### config.mk
export PLATFORM = sky130hd
export DESIGN_NAME = ahb_master_arbiter
export DESIGN_NICKNAME = d
export VERILOG_FILES = /design/src/rtl/ahb_master_arbiter.sv
export SDC_FILE = /design/constraint.sdc
export NUM_CORES = 1
export LEC_CHECK = 0
export BUFFER_PORTS_ARGS = -buffer_cell sky130_fd_sc_hd__buf_2
export CORE_MARGIN = 3
export CORE_UTILIZATION = 30
export DETAILED_ROUTE_END_ITERATION = 8
export MAX_ROUTING_LAYER = met4
export PLACE_DENSITY_LB_ADDON = 0.3
export SYNTH_ARGS = -nofsm -noshare
export SYNTH_HDL_FRONTEND = slang
export SYNTH_SLANG_ARGS = --single-unit
### constraint.sdc
create_clock -name HCLK -period 3.6 [get_ports HCLK]
set_clock_uncertainty 0.1 [all_clocks]
set_input_delay 0.18 -clock HCLK [delete_from_list [all_inputs] [get_ports HCLK]]
set_output_delay 0.18 -clock HCLK [all_outputs]
set_load 0.03 [all_outputs]
### src/rtl/ahb_master_arbiter.sv
// Two-master AHB-lite arbiter with a one-deep replay holding stage per master.
// A data-phase owner register steers HWDATA and the per-master HREADYOUT.
module ahb_master_arbiter #(
    parameter int unsigned ARB_MODE   = 0,
    parameter int unsigned ADDR_WIDTH = 32,
    localparam int unsigned DATA_W    = 32
) (
    input  logic                  HCLK,
    input  logic                  reset,
    input  logic [ADDR_WIDTH-1:0] HADDR_m0,
    input  logic [ADDR_WIDTH-1:0] HADDR_m1,
    input  logic [2:0]            HSIZE_m0,
    input  logic [2:0]            HSIZE_m1,
    input  logic [1:0]            HTRANS_m0,
    input  logic [1:0]            HTRANS_m1,
    input  logic                  HWRITE_m0,
    input  logic                  HWRITE_m1,
    input  logic [DATA_W-1:0]     HWDATA_m0,
    input  logic [DATA_W-1:0]     HWDATA_m1,
    output logic                  HREADYOUT_m0,
    output logic                  HREADYOUT_m1,
    output logic [DATA_W-1:0]     HRDATA_m0,
    output logic [DATA_W-1:0]     HRDATA_m1,
    output logic [ADDR_WIDTH-1:0] HADDR,
    output logic [2:0]            HSIZE,
    output logic [1:0]            HTRANS,
    output logic                  HWRITE,
    output logic [DATA_W-1:0]     HWDATA,
    input  logic [DATA_W-1:0]     HRDATA,
    input  logic                  HREADY,
    output logic [1:0]            GRANT
);

    localparam logic [1:0] TRANS_IDLE   = 2'b00;
    localparam logic [1:0] TRANS_NONSEQ = 2'b10;

    typedef struct packed {
        logic [ADDR_WIDTH-1:0] addr;
        logic [2:0]            size;
        logic                  write;
    } xfer_t;

    xfer_t [1:0]      live_c;
    logic  [1:0][1:0] trans_c;
    xfer_t [1:0]      hold_q, hold_d;
    logic  [1:0]      hold_valid_q, hold_valid_d;
    logic             dph_valid_q, dph_valid_d;
    logic             dph_owner_q, dph_owner_d;
    logic             rr_last_q, rr_last_d;

    logic  [1:0]      hro_c, issue_c, req_c, grant_c;
    logic             winner_c;
    logic             src_valid_c, src_hold_c, src_idx_c;
    xfer_t            bus_xfer_c;
    logic  [1:0]      bus_trans_c;

    assign live_c[0]  = '{addr: HADDR_m0, size: HSIZE_m0, write: HWRITE_m0};
    assign live_c[1]  = '{addr: HADDR_m1, size: HSIZE_m1, write: HWRITE_m1};
    assign trans_c[0] = HTRANS_m0;
    assign trans_c[1] = HTRANS_m1;

    // Data-phase owner sees bus HREADY; a master with a parked transfer is stalled.
    always_comb begin
        hro_c = 2'b11;
        for (int i = 0; i < 2; i++) begin
            if (dph_valid_q && (dph_owner_q == 1'(i))) begin
                hro_c[i] = HREADY;
            end else begin
                hro_c[i] = ~hold_valid_q[i];
            end
        end
    end

    assign issue_c = {trans_c[1][1] & hro_c[1], trans_c[0][1] & hro_c[0]};
    assign req_c   = hold_valid_q | issue_c;

    always_comb begin
        grant_c  = 2'b00;
        winner_c = 1'b0;
        if (HREADY) begin
            case (req_c)
                2'b01:   winner_c = 1'b0;
                2'b10:   winner_c = 1'b1;
                2'b11:   winner_c = (ARB_MODE == 1) ? ~rr_last_q : 1'b0;
                default: winner_c = 1'b0;
            endcase
            if (|req_c) begin
                grant_c = winner_c ? 2'b10 : 2'b01;
            end
        end
    end

    // While HREADY is low the stalled data-phase owner keeps its next address on the bus.
    always_comb begin
        src_valid_c = 1'b0;
        src_hold_c  = 1'b0;
        src_idx_c   = winner_c;
        bus_xfer_c  = '0;
        bus_trans_c = TRANS_IDLE;
        if (|grant_c) begin
            src_valid_c = 1'b1;
            src_hold_c  = hold_valid_q[winner_c];
        end else if (!HREADY && dph_valid_q) begin
            src_idx_c   = dph_owner_q;
            src_valid_c = trans_c[dph_owner_q][1];
        end
        if (src_valid_c) begin
            bus_xfer_c  = src_hold_c ? hold_q[src_idx_c] : live_c[src_idx_c];
            bus_trans_c = src_hold_c ? TRANS_NONSEQ : trans_c[src_idx_c];
        end
    end

    always_comb begin
        hold_valid_d = hold_valid_q;
        hold_d       = hold_q;
        dph_valid_d  = dph_valid_q;
        dph_owner_d  = dph_owner_q;
        rr_last_d    = rr_last_q;
        for (int i = 0; i < 2; i++) begin
            if (issue_c[i] && !grant_c[i]) begin
                hold_valid_d[i] = 1'b1;
                hold_d[i]       = live_c[i];
            end else if (grant_c[i]) begin
                hold_valid_d[i] = 1'b0;
            end
        end
        if (HREADY) begin
            dph_valid_d = |grant_c;
            dph_owner_d = winner_c;
        end
        if (|grant_c) begin
            rr_last_d = winner_c;
        end
    end

    always_ff @(posedge HCLK or posedge reset) begin
        if (reset) begin
            hold_valid_q <= 2'b00;
            hold_q       <= '0;
            dph_valid_q  <= 1'b0;
            dph_owner_q  <= 1'b0;
            rr_last_q    <= 1'b1;
        end else begin
            hold_valid_q <= hold_valid_d;
            hold_q       <= hold_d;
            dph_valid_q  <= dph_valid_d;
            dph_owner_q  <= dph_owner_d;
            rr_last_q    <= rr_last_d;
        end
    end

    assign HREADYOUT_m0 = hro_c[0];
    assign HREADYOUT_m1 = hro_c[1];
    assign HRDATA_m0    = HRDATA;
    assign HRDATA_m1    = HRDATA;
    assign HADDR        = bus_xfer_c.addr;
    assign HSIZE        = bus_xfer_c.size;
    assign HWRITE       = bus_xfer_c.write;
    assign HTRANS       = bus_trans_c;
    assign HWDATA       = dph_owner_q ? HWDATA_m1 : HWDATA_m0;
    assign GRANT        = grant_c;

endmodule

==> results.json <==
{
  "post_drt_wl_per_cell_um": 17.1,
  "r2r_slack_ns": 1.23,
  "overflow": 0,
  "rsz0062_at_grt": "no",
  "io_pins": 313,
  "async_reset_ff_frac": 1.00,
  "crit_required_ns": 3.32,
  "post-route-min-period_ns": 2.81,
  "yosys-top-cells-area": "dfrtp_1 (38%), mux2_2 (23%), mux2i_1 (15%)",
  "yosysTopAreaCell": "dfrtp_1",
  "setup_tns_ns": 0,
  "final_nets": 804,
  "switching_share": 0.350,
  "globalplace.congestion": 0.898,
  "cp_top_family": "buffers and inverters",
  "yosysSeqAreaShare": 0.385,
  "routed-wl-met2_um": 7450,
  "clockPowerShare": 0.244,
  "viasPerCell": 4.81,
  "synthesis.instances": 415,
  "fp.dieArea_um2": 18100,
  "yosys.area.top_type_share": 0.385,
  "period_share": 0.781,
  "power_frac_seq": 0.340,
  "vias": 4086,
  "yosys.cell_count.top_type": "mux2_2",
  "clk_latency_ns": 0.34,
  "antenna_found_initial": 0,
  "nFillCells": 1572,
  "synthTopCellsByCount": "mux2_2 (102), dfrtp_1 (76), mux2i_1 (74)",
  "reg2reg_depth": 5,
  "ant_nets": 0,
  "max_stage_delay_ns": 0.41,
  "cellLeakagePower_nw": 3.44,
  "reg2reg_to": "hold_q[54]$_DFFE_PP0P_",
  "drtIter0Drc": 172,
  "clk_pin_slew_worst_paths_ns": 0.06,
  "min_from": "HADDR_m1[14]",
  "synth_cell_types": 29,
  "finalHoldViolations": 0,
  "yosys_warnings": 0,
  "post-place-ws_ns": 1.16,
  "hold_path_class": "in -> reg",
  "ir_drop_mv": 0.338,
  "syn2layout_area_growth_pct": 36.8,
  "routed_wl_um": 14500,
  "grt_pass1_vias": 4496,
  "hold_end": "hold_q[54]$_DFFE_PP0P_",
  "cts_sinks": 76,
  "cts_root_buf": "clkbuf_16",
  "portBuffers": 216,
  "syn_area_um2": 4940,
  "critPathKind": "reg -> out",
  "route.met3.wl_um": 645,
  "finish.utilization": 0.423,
  "grt_pass1_wl_um": 23300,
  "clockBufferDepth": 2,
  "synth-seq-cells": 76,
  "synth_ff_type": "dfrtp_1",
  "maxCapViolations": 0,
  "power.density_nw_per_um2": 622,
  "diodes": 0,
  "path_buf_inv": 3,
  "ctsResizeCount": 0,
  "multi_input_area_um2": 2370,
  "start_util": 0.309,
  "start_kind": "flop",
  "cts_tree": "done",
  "place_area_um2": 5720,
  "max_slew.worst_pin.slew_ns": 0.858,
  "critPathArrivalTime_ns": 2.53,
  "dpl.hpwl_um": 10200,
  "timing.hold.ws_ns": 0.0239,
  "drive_above_1_share": 0.550,
  "synth_nets": 590,
  "regArea_um2": 1900,
  "drcViolationCount": 0,
  "path_cells": "buf_4 -> mux2i_1 -> o22ai_1 -> o21ai_4 -> buf_4 -> o22ai_1 -> buf_2",
  "setup_ws_ns": 0.789,
  "p_int_mw": 2.73,
  "slew_headroom": 0.428,
  "drv_slew": 0,
  "fmax_mhz": 356,
  "synth-edff-count": 0,
  "setup_viol": 0,
  "grt_usage": 0.166,
  "critPathCaptureType": "output pin",
  "top_layer": "met4",
  "core-area_um2": 16000,
  "p_comb_frac": 0.416,
  "status": "completed",
  "r2r-start": "dph_owner_q$_DFFE_PP0P_",
  "cts_max_level": 3,
  "crit_slowest_cell": "buf_4",
  "avgSynthCellArea_um2": 11.9,
  "firstDrtPassIters": 4,
  "dieHeight_um": 134,
  "p_switching_mw": 1.47,
  "numCtsBuffers": 9,
  "hold_depth": 2,
  "grt_start_max_net_pins": 48,
  "design_area_um2": 6760,
  "die_width_um": 134,
  "crit_fanout": 36,
  "m1WireLength_um": 6130,
  "num_rows": 46
}
worst max-delay path by stage:
stage                       startpoint                 endpoint  slack (ns)  cells after the start
2_1_floorplan                    reset  dph_owner_q$_DFFE_PP0P_        1.38                      1
3_3_place_gp   dph_owner_q$_DFFE_PP0P_                 HSIZE[2]        1.21                      7
3_5_place_dp   dph_owner_q$_DFFE_PP0P_                 HSIZE[2]        1.16                      7
4_1_cts        dph_owner_q$_DFFE_PP0P_                 HSIZE[2]        0.78                      7
5_1_grt        dph_owner_q$_DFFE_PP0P_                 HSIZE[2]        0.60                      7
6_report       dph_owner_q$_DFFE_PP0P_                 HSIZE[2]        0.79                      7
placed cells by master, fill, tap and decap left out, drive strengths merged:
master	Yosys	routed
a21o	1	1
o211ai	1	1
dlygate4sd3	0	71
nor2b	1	1
and3b	1	1
mux2	104	104
nor3b	1	1
nand2b	2	2
mux2i	74	74
or3	1	1
o21ai	3	3
or2	1	1
nor2	6	6
inv	3	2
a21oi	6	6
bufinv	0	3
nand3	2	2
buf	85	224
and4b	1	1
clkinv	0	3
o22ai	37	37
dfrtp	76	76
clkbuf	7	11
nand2	2	2
power groups by stage:
stage | clock, mW | sequential [mW] | combinational [mW]
6_report | 1.03 | 1.43 | 1.75
5_1_grt | 1.11 | 1.48 | 1.89
4_1_cts | 1.07 | 1.43 | 1.76
3_5_place_dp | 0 | 1.45 | 1.70
3_3_place_gp | 0 | 1.43 | 1.66
2_1_floorplan | 0 | 1.38 | 1.45
layout make-up:
type                       count  area share
tap                          216      0.0400
sequential                    76       0.281
inverter                       3     0.00185
timing repair buffer         295       0.278
multi-input combinational    244       0.350
clock buffer                  11      0.0344
clock inverter                 5      0.0148
registers in the layout (all words and copies together) (netlist names):
name / cells
hold_q: 72
hold_valid_q: 2
dph_owner_q: 1
dph_valid_q: 1
cells by family (layout without fill, tap and decap cells):
group / Yosys count / count (layout) / share of synthesized area
mux: 178 / 178 / 0.388
flops: 76 / 76 / 0.385
simple gates: 18 / 18 / 0.0223
compound gates: 48 / 48 / 0.0620
buf+inv: 95 / 314 / 0.143
layer usage:
layer,vias up,global-route usage
met3,47,0.0420
met4,0,0.0498
met1,2072,0.197
met2,96,0.278
li1,1871,-
met5,-,-
metrics by stage:
stage | cells | total power [mW]
4_1_cts | 850 | 4.26
2_1_floorplan | 415 | 2.83
3_3_place_gp | 763 | 3.09
5_1_grt | 850 | 4.47
3_5_place_dp | 763 | 3.15
6_report | 850 | 4.21
what timing repair did:
item | 4_1_cts | 5_1_grt
endpoints found under the hold margin | 116 | 0
hold buffers | 71 | 0
buffers inserted | 0 | 0
Power figures use the tool's default switching activity.
